### src/rtl/sha256_pkg.sv
`default_nettype none
// ============================================================================
// Module   : sha256_pkg
// Purpose  : Shared SHA-256 constants, message-schedule FSM state encoding
//            and the small sigma functions used by the schedule expansion
//            (the round datapath reuses these next to its big-sigma siblings).
// Ports    : n/a (package)
// Revision : 1.0 - initial release
// ============================================================================
package sha256_pkg;

  localparam int WORD_W      = 32;
  localparam int BLOCK_WORDS = 16;
  localparam int NUM_ROUNDS  = 64;

  // Message-schedule FSM encoding
  localparam logic [1:0] ST_IDLE = 2'd0;
  localparam logic [1:0] ST_FULL = 2'd1;
  localparam logic [1:0] ST_RUN  = 2'd2;

  // sigma0(x) = ROTR7 ^ ROTR18 ^ SHR3
  function automatic logic [WORD_W-1:0] sig0(input logic [WORD_W-1:0] x);
    return {x[6:0], x[31:7]} ^ {x[17:0], x[31:18]} ^ {3'b000, x[31:3]};
  endfunction

  // sigma1(x) = ROTR17 ^ ROTR19 ^ SHR10
  function automatic logic [WORD_W-1:0] sig1(input logic [WORD_W-1:0] x);
    return {x[16:0], x[31:17]} ^ {x[18:0], x[31:19]} ^ {10'd0, x[31:10]};
  endfunction

endpackage
`default_nettype wire

### src/rtl/sha256_msg_expand.sv
`default_nettype none
// ============================================================================
// Module   : sha256_msg_expand
// Purpose  : Combinational next-word generator for the 16-entry schedule
//            window. With the window holding W[t..t+15], this produces
//            W[t+16] = sig1(W[t+14]) + W[t+9] + sig0(W[t+1]) + W[t].
// Ports    : w0, w1, w9, w14 - window taps r[0], r[1], r[9], r[14]
//            w_new           - expanded word, modulo 2^32
// Revision : 1.0 - initial release
// ============================================================================
module sha256_msg_expand
  import sha256_pkg::*;
(
  input  logic [31:0] w0,
  input  logic [31:0] w1,
  input  logic [31:0] w9,
  input  logic [31:0] w14,
  output logic [31:0] w_new
);

  assign w_new = sig1(w14) + w9 + sig0(w1) + w0;

endmodule
`default_nettype wire

### src/rtl/sha256_msg_schedule.sv
`default_nettype none
// ============================================================================
// Module   : sha256_msg_schedule
// Purpose  : SHA-256 message-schedule stage. Captures one 512-bit block as
//            16 words from a valid/ready upstream, then emits W[0..63], one
//            word per round advance, while cross-checking the external round
//            counter.
// Ports    : clk, rst_n          - clock, asynchronous active-low reset
//            in_valid/in_ready  - upstream word handshake
//            in_word            - message word, word 0 first
//            blk_loaded         - 16 words held, waiting for start
//            soc_n              - active-low start (and abort while running)
//            rd                 - round advance
//            addr, eoc          - round counter index and end-of-count
//            w_t, w_valid       - schedule word for the current round
//            sched_err          - sticky schedule/counter mismatch
// Revision : 1.0 - initial release
// ============================================================================
module sha256_msg_schedule #(
  parameter int WORD_W      = 32,
  parameter int BLOCK_WORDS = 16
) (
  input  logic              clk,
  input  logic              rst_n,
  input  logic              in_valid,
  output logic              in_ready,
  input  logic [WORD_W-1:0] in_word,
  output logic              blk_loaded,
  input  logic              soc_n,
  input  logic              rd,
  input  logic [5:0]        addr,
  input  logic              eoc,
  output logic [WORD_W-1:0] w_t,
  output logic              w_valid,
  output logic              sched_err
);

  import sha256_pkg::*;

  logic [1:0]        state;
  logic [4:0]        count;     // words captured; reaches 16 on entry to FULL
  logic [5:0]        t_q;       // current round index
  logic [WORD_W-1:0] r [BLOCK_WORDS];
  logic [WORD_W-1:0] w_new;

  sha256_msg_expand u_expand (
    .w0    (r[0]),
    .w1    (r[1]),
    .w9    (r[9]),
    .w14   (r[14]),
    .w_new (w_new)
  );

  always_ff @(posedge clk or negedge rst_n) begin
    if (!rst_n) begin
      state     <= ST_IDLE;
      count     <= '0;
      t_q       <= '0;
      sched_err <= 1'b0;
      for (int i = 0; i < BLOCK_WORDS; i++) begin
        r[i] <= '0;
      end
    end else begin
      case (state)
        ST_IDLE: begin
          // in_ready is high for the whole of IDLE; soc_n is ignored here
          if (in_valid) begin
            r[count[3:0]] <= in_word;
            if (count == 5'd15) begin
              count <= 5'd16;
              state <= ST_FULL;
            end else begin
              count <= count + 5'd1;
            end
          end
        end

        ST_FULL: begin
          if (!soc_n) begin
            state     <= ST_RUN;
            t_q       <= '0;
            sched_err <= 1'b0;
          end
        end

        ST_RUN: begin
          if (!soc_n) begin
            // Abort beats a simultaneous rd: no shift, block discarded,
            // error flag kept for whoever is watching it.
            state <= ST_IDLE;
            count <= '0;
          end else begin
            if ((addr != t_q) || eoc) begin
              sched_err <= 1'b1;
            end
            if (rd) begin
              for (int i = 0; i < BLOCK_WORDS - 1; i++) begin
                r[i] <= r[i+1];
              end
              r[BLOCK_WORDS-1] <= w_new;
              t_q              <= t_q + 6'd1;
              if (t_q == 6'd63) begin
                // Window is left stale; the next load overwrites it.
                state <= ST_IDLE;
                count <= '0;
              end
            end
          end
        end

        default: begin
          state <= ST_IDLE;
          count <= '0;
        end
      endcase
    end
  end

  assign in_ready   = (state == ST_IDLE);
  assign blk_loaded = (state == ST_FULL);
  assign w_valid    = (state == ST_RUN);
  assign w_t        = r[0];

endmodule
`default_nettype wire

### config.mk
export PLATFORM = sky130hd
export DESIGN_NAME = sha256_msg_schedule
export DESIGN_NICKNAME = d
export VERILOG_FILES = /design/src/rtl/sha256_pkg.sv /design/src/rtl/sha256_msg_expand.sv /design/src/rtl/sha256_msg_schedule.sv
export SDC_FILE = /design/constraint.sdc
export NUM_CORES = 1
export LEC_CHECK = 0
export CORE_MARGIN = 2
export CORE_UTILIZATION = 38
export CTS_CLUSTER_SIZE = 12
export DETAILED_ROUTE_END_ITERATION = 12
export PLACE_DENSITY = 0.54
export SYNTH_ARGS = -nofsm -noshare
export SYNTH_HDL_FRONTEND = slang
export SYNTH_SLANG_ARGS = --single-unit
### constraint.sdc
create_clock -name clk -period 6.6 [get_ports clk]
set_input_delay 1.65 -clock clk [delete_from_list [all_inputs] [get_ports clk]]
set_output_delay 1.65 -clock clk [all_outputs]
set_load 0.02 [all_outputs]
# After elaboration in Yosys (flattened, before gate mapping)
# Cells that the tools add are included.
op_classes:
  addsub: 5
  n_mux: 28
  n_lt_le_gt_ge: 2
  reduce_logical: 10
  n_eq_ne: 13
  bitwise_logic: 6
ops:
  columns: ["cell", "count"]
  rows:
  - ["two-way mux 512 bit", 3]
  - ["case mux 512 bit (2 select lines)", 1]
  - ["bitwise mux 512 bit", 1]
  - ["demux 32 bit (select 4 bit)", 1]
  - ["adder 32 bit", 3]
  - ["bitwise XOR 32 bit", 2]
  - ["two-way mux 32 bit", 1]
  - ["bitwise XOR 32 x 22 -> 32 bit", 1]
  - ["bitwise XOR 32 x 29 -> 32 bit", 1]
  - ["two-way mux 5 bit", 5]
  - ["two-way mux 6 bit", 3]
  - ["AND reduction 4 bit", 4]
  - ["case mux 5 bit (3 select lines)", 1]
  - ["two-way mux 2 bit", 6]
  - ["case mux 6 bit (2 select lines)", 1]
  - ["inequality test 2 bit (second input constant)", 4]
  - ["adder 6 x 1 -> 6 bit (second input constant)", 1]
  - ["equality test 6 bit (second input constant)", 1]
  - ["inequality test 6 bit", 1]
  - ["case mux 2 bit (3 select lines)", 1]
  - ["adder 5 x 1 -> 5 bit (second input constant)", 1]
  - ["equality test 5 x 4 -> 1 bit (second input constant)", 1]
  - ["greater-or-equal comparator 5 bit (second input constant)", 1]
  - ["less-than comparator 5 x 1 -> 1 bit (second input constant)", 1]
  - ["14 further kinds", 18]
word_totals:
  out_inout_bits: 36
  in_bits: 44
  elab_cells: 84
  reg_bits: 526

# Logic depth before layout (Yosys ltp)
depth:
  ltp_word: 8
  ltp_mapped: 16
  ltp_nobuf: 14

# By module
# A second synthesis with hierarchy kept.
hier_totals:
  hier_cells: 2713
  hier_area_um2: 29731.0
modules_own_cells:
  columns: ["mod", "area_each_um2", "cells_per_inst", "seq_area_each_um2", "instances"]
  rows:
  - ["sha256_msg_schedule", 25009.0, 2134, 13162.6, 1]
  - ["sha256_msg_expand", 4722.0, 579, 0.0, 1]

# Worst setup path before layout
# OpenSTA, ideal clock, no wires.
synth_path:
  path_type: "reg-to-reg"
  start: "register r[456] (netlist bit)"
  end: "register r[29] (netlist bit)"
  required_time_ps: 6462
  n_path_buf: 1
  slack_ps: 2873
  setup_ps: 138
  stages_incl_launch_ff: 15
  arrival_time_ps: 3589
  synth_period_minus_slack_ps: 3727
  path_cell_list: "dfrtp_1 clkbuf_1 xnor2_1 xnor2_1 fa_1 fa_1 ha_1 fa_1 a21oi_1 o221ai_1 nand4_1 nand3_1 a41oi_2 o21a_1 o211ai_1"
synth_via:
  elab_chain_cells: 7
synth_rtl:
  columns: ["item", "line_no", "source"]
  rows:
  - ["start: declaration", "sha256_msg_schedule.sv:43", "logic [WORD_W-1:0] r [BLOCK_WORDS];"]
  - ["start signal: indexed assignment", "sha256_msg_schedule.sv:68", "r[count[3:0]] <= in_word;"]
  - ["start signal: indexed assignment", "sha256_msg_schedule.sv:98", "r[i] <= r[i+1];"]
  - ["start signal: indexed assignment", "sha256_msg_schedule.sv:100", "r[BLOCK_WORDS-1] <= w_new;"]
  - ["bitwise XOR 32 bit", "sha256_pkg.sv:23", "return {x[6:0], x[31:7]} ^ {x[17:0], x[31:18]} ^ {3'b000, x[31:3]};"]
  - ["bitwise XOR 32 x 29 -> 32 bit (*)", "sha256_pkg.sv:23", null]
  - ["adder 32 bit (*) (2 in a row)", "sha256_msg_expand.sv:21", "assign w_new = sig1(w14) + w9 + sig0(w1) + w0;"]
  - ["two-way mux 512 bit (*)", "sha256_msg_schedule.sv:96", "if (rd) begin"]
  - ["two-way mux 512 bit (*)", "sha256_msg_schedule.sv:87", "if (!soc_n) begin"]
  - ["case mux 512 bit (2 select lines) (*)", "sha256_msg_schedule.sv:64", "case (state)"]
# Mark *: on every way between the ends. The rest lies on a longest branch, timed or not. The select of a mux whose other input is x is not followed.
# A chain may end at the register's enable or synchronous reset.

# Worst setup path after layout
layout_path:
  start: "register state[0]"
  end: "output w_valid"
layout_via:
  elab_chain_cells: 1
layout_rtl:
  columns: ["item", "line_no", "source"]
  rows:
  - ["start: declaration", "sha256_msg_schedule.sv:40", "logic [1:0] state;"]
  - ["start signal: assignment", "sha256_msg_schedule.sv:56", "state <= ST_IDLE;"]
  - ["start signal: assignment", "sha256_msg_schedule.sv:71", "state <= ST_FULL;"]
  - ["start signal: assignment", "sha256_msg_schedule.sv:80", "state <= ST_RUN;"]
  - ["equality test 2 bit", "sha256_msg_schedule.sv:121", "assign w_valid = (state == ST_RUN);"]
  - ["end: declaration", "sha256_msg_schedule.sv:34", "output logic w_valid,"]
# No other way between the ends.

==> out/qor.csv <==
stage,metric,value,unit
run_status,status,"finished, violations left",
run_status,failing checks,max-slew violations,
setup_path,Worst Setup End Kind,output port,
route,final wirelength,97400,um
synth,area of the mapped netlist,28400,sq um
floorplanning,Chip Height,278,um
cts,post-CTS sizing,0,
cells_and_area,most frequent cells in the layout,"nand2_1, dfrtp_1, a22oi_1, o21ai_0, inv_1",
cts,clk root buf,clkbuf_16,
route,Avg WL per Cell,24.6,um
cts,# H-tree levels,2,
placement,Port Buffers,79,
setup_path,cell family with most CP delay,buffers and inverters,
global_route,GRT busiest layer,met2,
worst_hold_path,worst hold path class,reg -> reg,
floorplanning,Die Width,278,um
cts,clk sink count,526,
synth,Synth Register Bits,526,
timing,skew final,0.0177,ns
global_route,GR Util met1,36.8,%
worst_hold_path,Hold EP,r[338],
cells_and_area,"commonest non-fill, non-tap cell in the layout",nand2_1,
timing,Final Critical Period,4.74,ns
floorplanning,core area,74200,sq um
global_route,GRT overflow,0,
global_route,initial antenna violation count,0,
setup_path,R2R Setup Slk,2.13,ns
global_route,first-pass GRT wire length,149000,um
setup_path,stages on the worst setup path,4,
route,via count,23500,
global_route,GRT Util Overall,25.0,%
worst_hold_path,worst hold start,r[338],
timing,period utilization,71.9,%
timing,unrepaired setup endpoints after global routing,no,
route,DRC Markers,0,
setup_path,Worst Setup Path Type,reg -> out,
synth,syn nets,3290,
floorplanning,# IOs,80,
global_route,largest net degree at the start of global routing,290,
route,First-pass DRT Iterations,6,
synth,library cells used by synthesis,58,
setup_path,Worst path max stage delay,0.73,ns
cts,cts bufs inserted,58,
global_route,met2 usage,37.7,%
timing,pin slew with the least headroom to its limit,1.59,ns
cells_and_area,Final Instance Area,31100,sq um
global_route,met3 usage,4.60,%
setup_path,CP arrival,3.09,ns
timing,Slew headroom,-5.81,%
synth,sequential element share of the synthesized area,46.3,%
placement,dpl hpwl,63200,um
setup_path,"Slowest-stage cell, CP",clkdlybuf4s50_1,
setup_path,critical path startpoint category,flip-flop,
cts,clock buffer depth,3,
timing,Max Slew Vio Count,103,
cells_and_area,area grow syn2layout,9.34,%
setup_path,R2R depth,13,
placement,area of placed instances,29100,sq um
synth,post-synthesis instance total,3147,
timing,Final Hold Viols,0,
synth,ys flop type,dfrtp_1,
floorplanning,Initial Util,38.3,%
synth,syn_area_per_cell,9.03,sq um
cts,CTS tree,done,
cts,Worst-Skew Late Latency,0.64,ns
setup_path,CP Cell Sequence,"nand2b_2, buf_4, inv_8, clkdlybuf4s50_1",
floorplanning,num rows,100,
run,Max Cap Violations,0,
synth,ys async rst share,100,%
synth,"EDFF count, synth",0,
placement,routability cong.,1.01,
synth,Yosys warning count,0,
route,Detailed Route Iter0 Violations,2819,
cts,hold-fix buffers at CTS,0,
cells_and_area,Filler cells,7224,
worst_hold_path,Hold Path Depth,2,
route,post-route ant nets,0,
setup_path,worst endpoint required time,4.95,ns
cells_and_area,fraction of layout cells with a size suffix above 1,5.12,%
route,routed vias/inst,5.93,
cts,"Reg clk slew, reported paths",0.06,ns
floorplanning,die area,77000,sq um
cells_and_area,nets,3085,
setup_path,Reg-to-Reg Start,r[50],
setup_path,reg2reg end,r[27],
timing,Peak Freq,211,MHz
cells_and_area,antenna cell count,0,
timing,Fin Setup TNS,0,ns
timing,final setup vio count,0,
global_route,vias in the first global route,22800,
setup_path,CP Max Fanout,106,
cts,post-CTS setup buffers,0,
setup_path,Worst Path Buf+Inv,3,
sequential cells by signal, summed over array words and instances (netlist names):
| register | count |
|---|---|
| sched_err | 1 |
| t_q | 6 |
| state | 2 |
| w_t | 32 |
| count | 5 |
| r | 480 |
through the flow:
step / worst slack (ns) / hold slack, ns / instances / util, %
6_report: 1.86 / 0.479 / 3958 / 41.9
5_1_grt: 1.76 / 0.505 / 3958 / 41.9
4_1_cts: 1.86 / 0.484 / 3958 / 41.9
3_5_place_dp: 2.16 / 0.470 / 3851 / 39.3
3_3_place_gp: 2.22 / 0.462 / 3851 / 39.3
2_1_floorplan: 2.87 / 0.449 / 3147 / -
Yosys cell counts, drive strengths merged, types with 37 or more instances:
cell      n  share of area (%)
dfrtp   526                 46
inv     139                1.8
buf     153                2.9
clkbuf  228                3.0
ha       37                1.6
nand2   569                7.5
fa       62                4.4
nor2     59               0.84
xnor2   115                3.5
a22oi   481                 13
o21ai   523                9.2
a21oi    57                1.0
cells by family after synthesis:
family,synth area share (%)
AO/OA/AOI/OAI,24.9
AND/OR/NAND/NOR,10.2
flip-flops,46.3
buffers and inverters,7.78
XOR/XNOR,4.65
adder cells (fa/ha/maj),5.99
multiplexers,0.185
cell type report:
class,instances,area [sq um],area share [%]
Multi-Input combinational cell,2101,13100,42.2
Clock buffer,88,1700,5.48
Timing Repair Buffer,116,1140,3.65
Sequential cell,526,13200,42.3
Inverter,139,529,1.70
Tap cell,969,1210,3.90
Clock inverter,19,235,0.757
metal layers:
metal | vias up | wire, um
li1 | 10400 | -
met1 | 12000 | 44700
met2 | 909 | 43200
met3 | 140 | 7050
met4 | 0 | 2480
met5 | - | 0
tightest hold or removal path, stage by stage (launching register included):
cell and delay, ns:
dfrtp_1 0.34, nand2_1 0.05, o21ai_0 0.06
worst max-delay path by stage:
stage               startpoint  endpoint  slack, ns
CTS                   state[0]   w_valid       1.86
finish                state[0]   w_valid       1.86
global route          state[0]   w_valid       1.76
global placement         soc_n    r[455]       2.22
floorplan               r[456]     r[29]       2.87
detailed placement       soc_n    r[448]       2.16
Power is left out: the tool's default activity adds up to more than one toggle a clock period on the data nets, which glitch-free logic cannot reach.
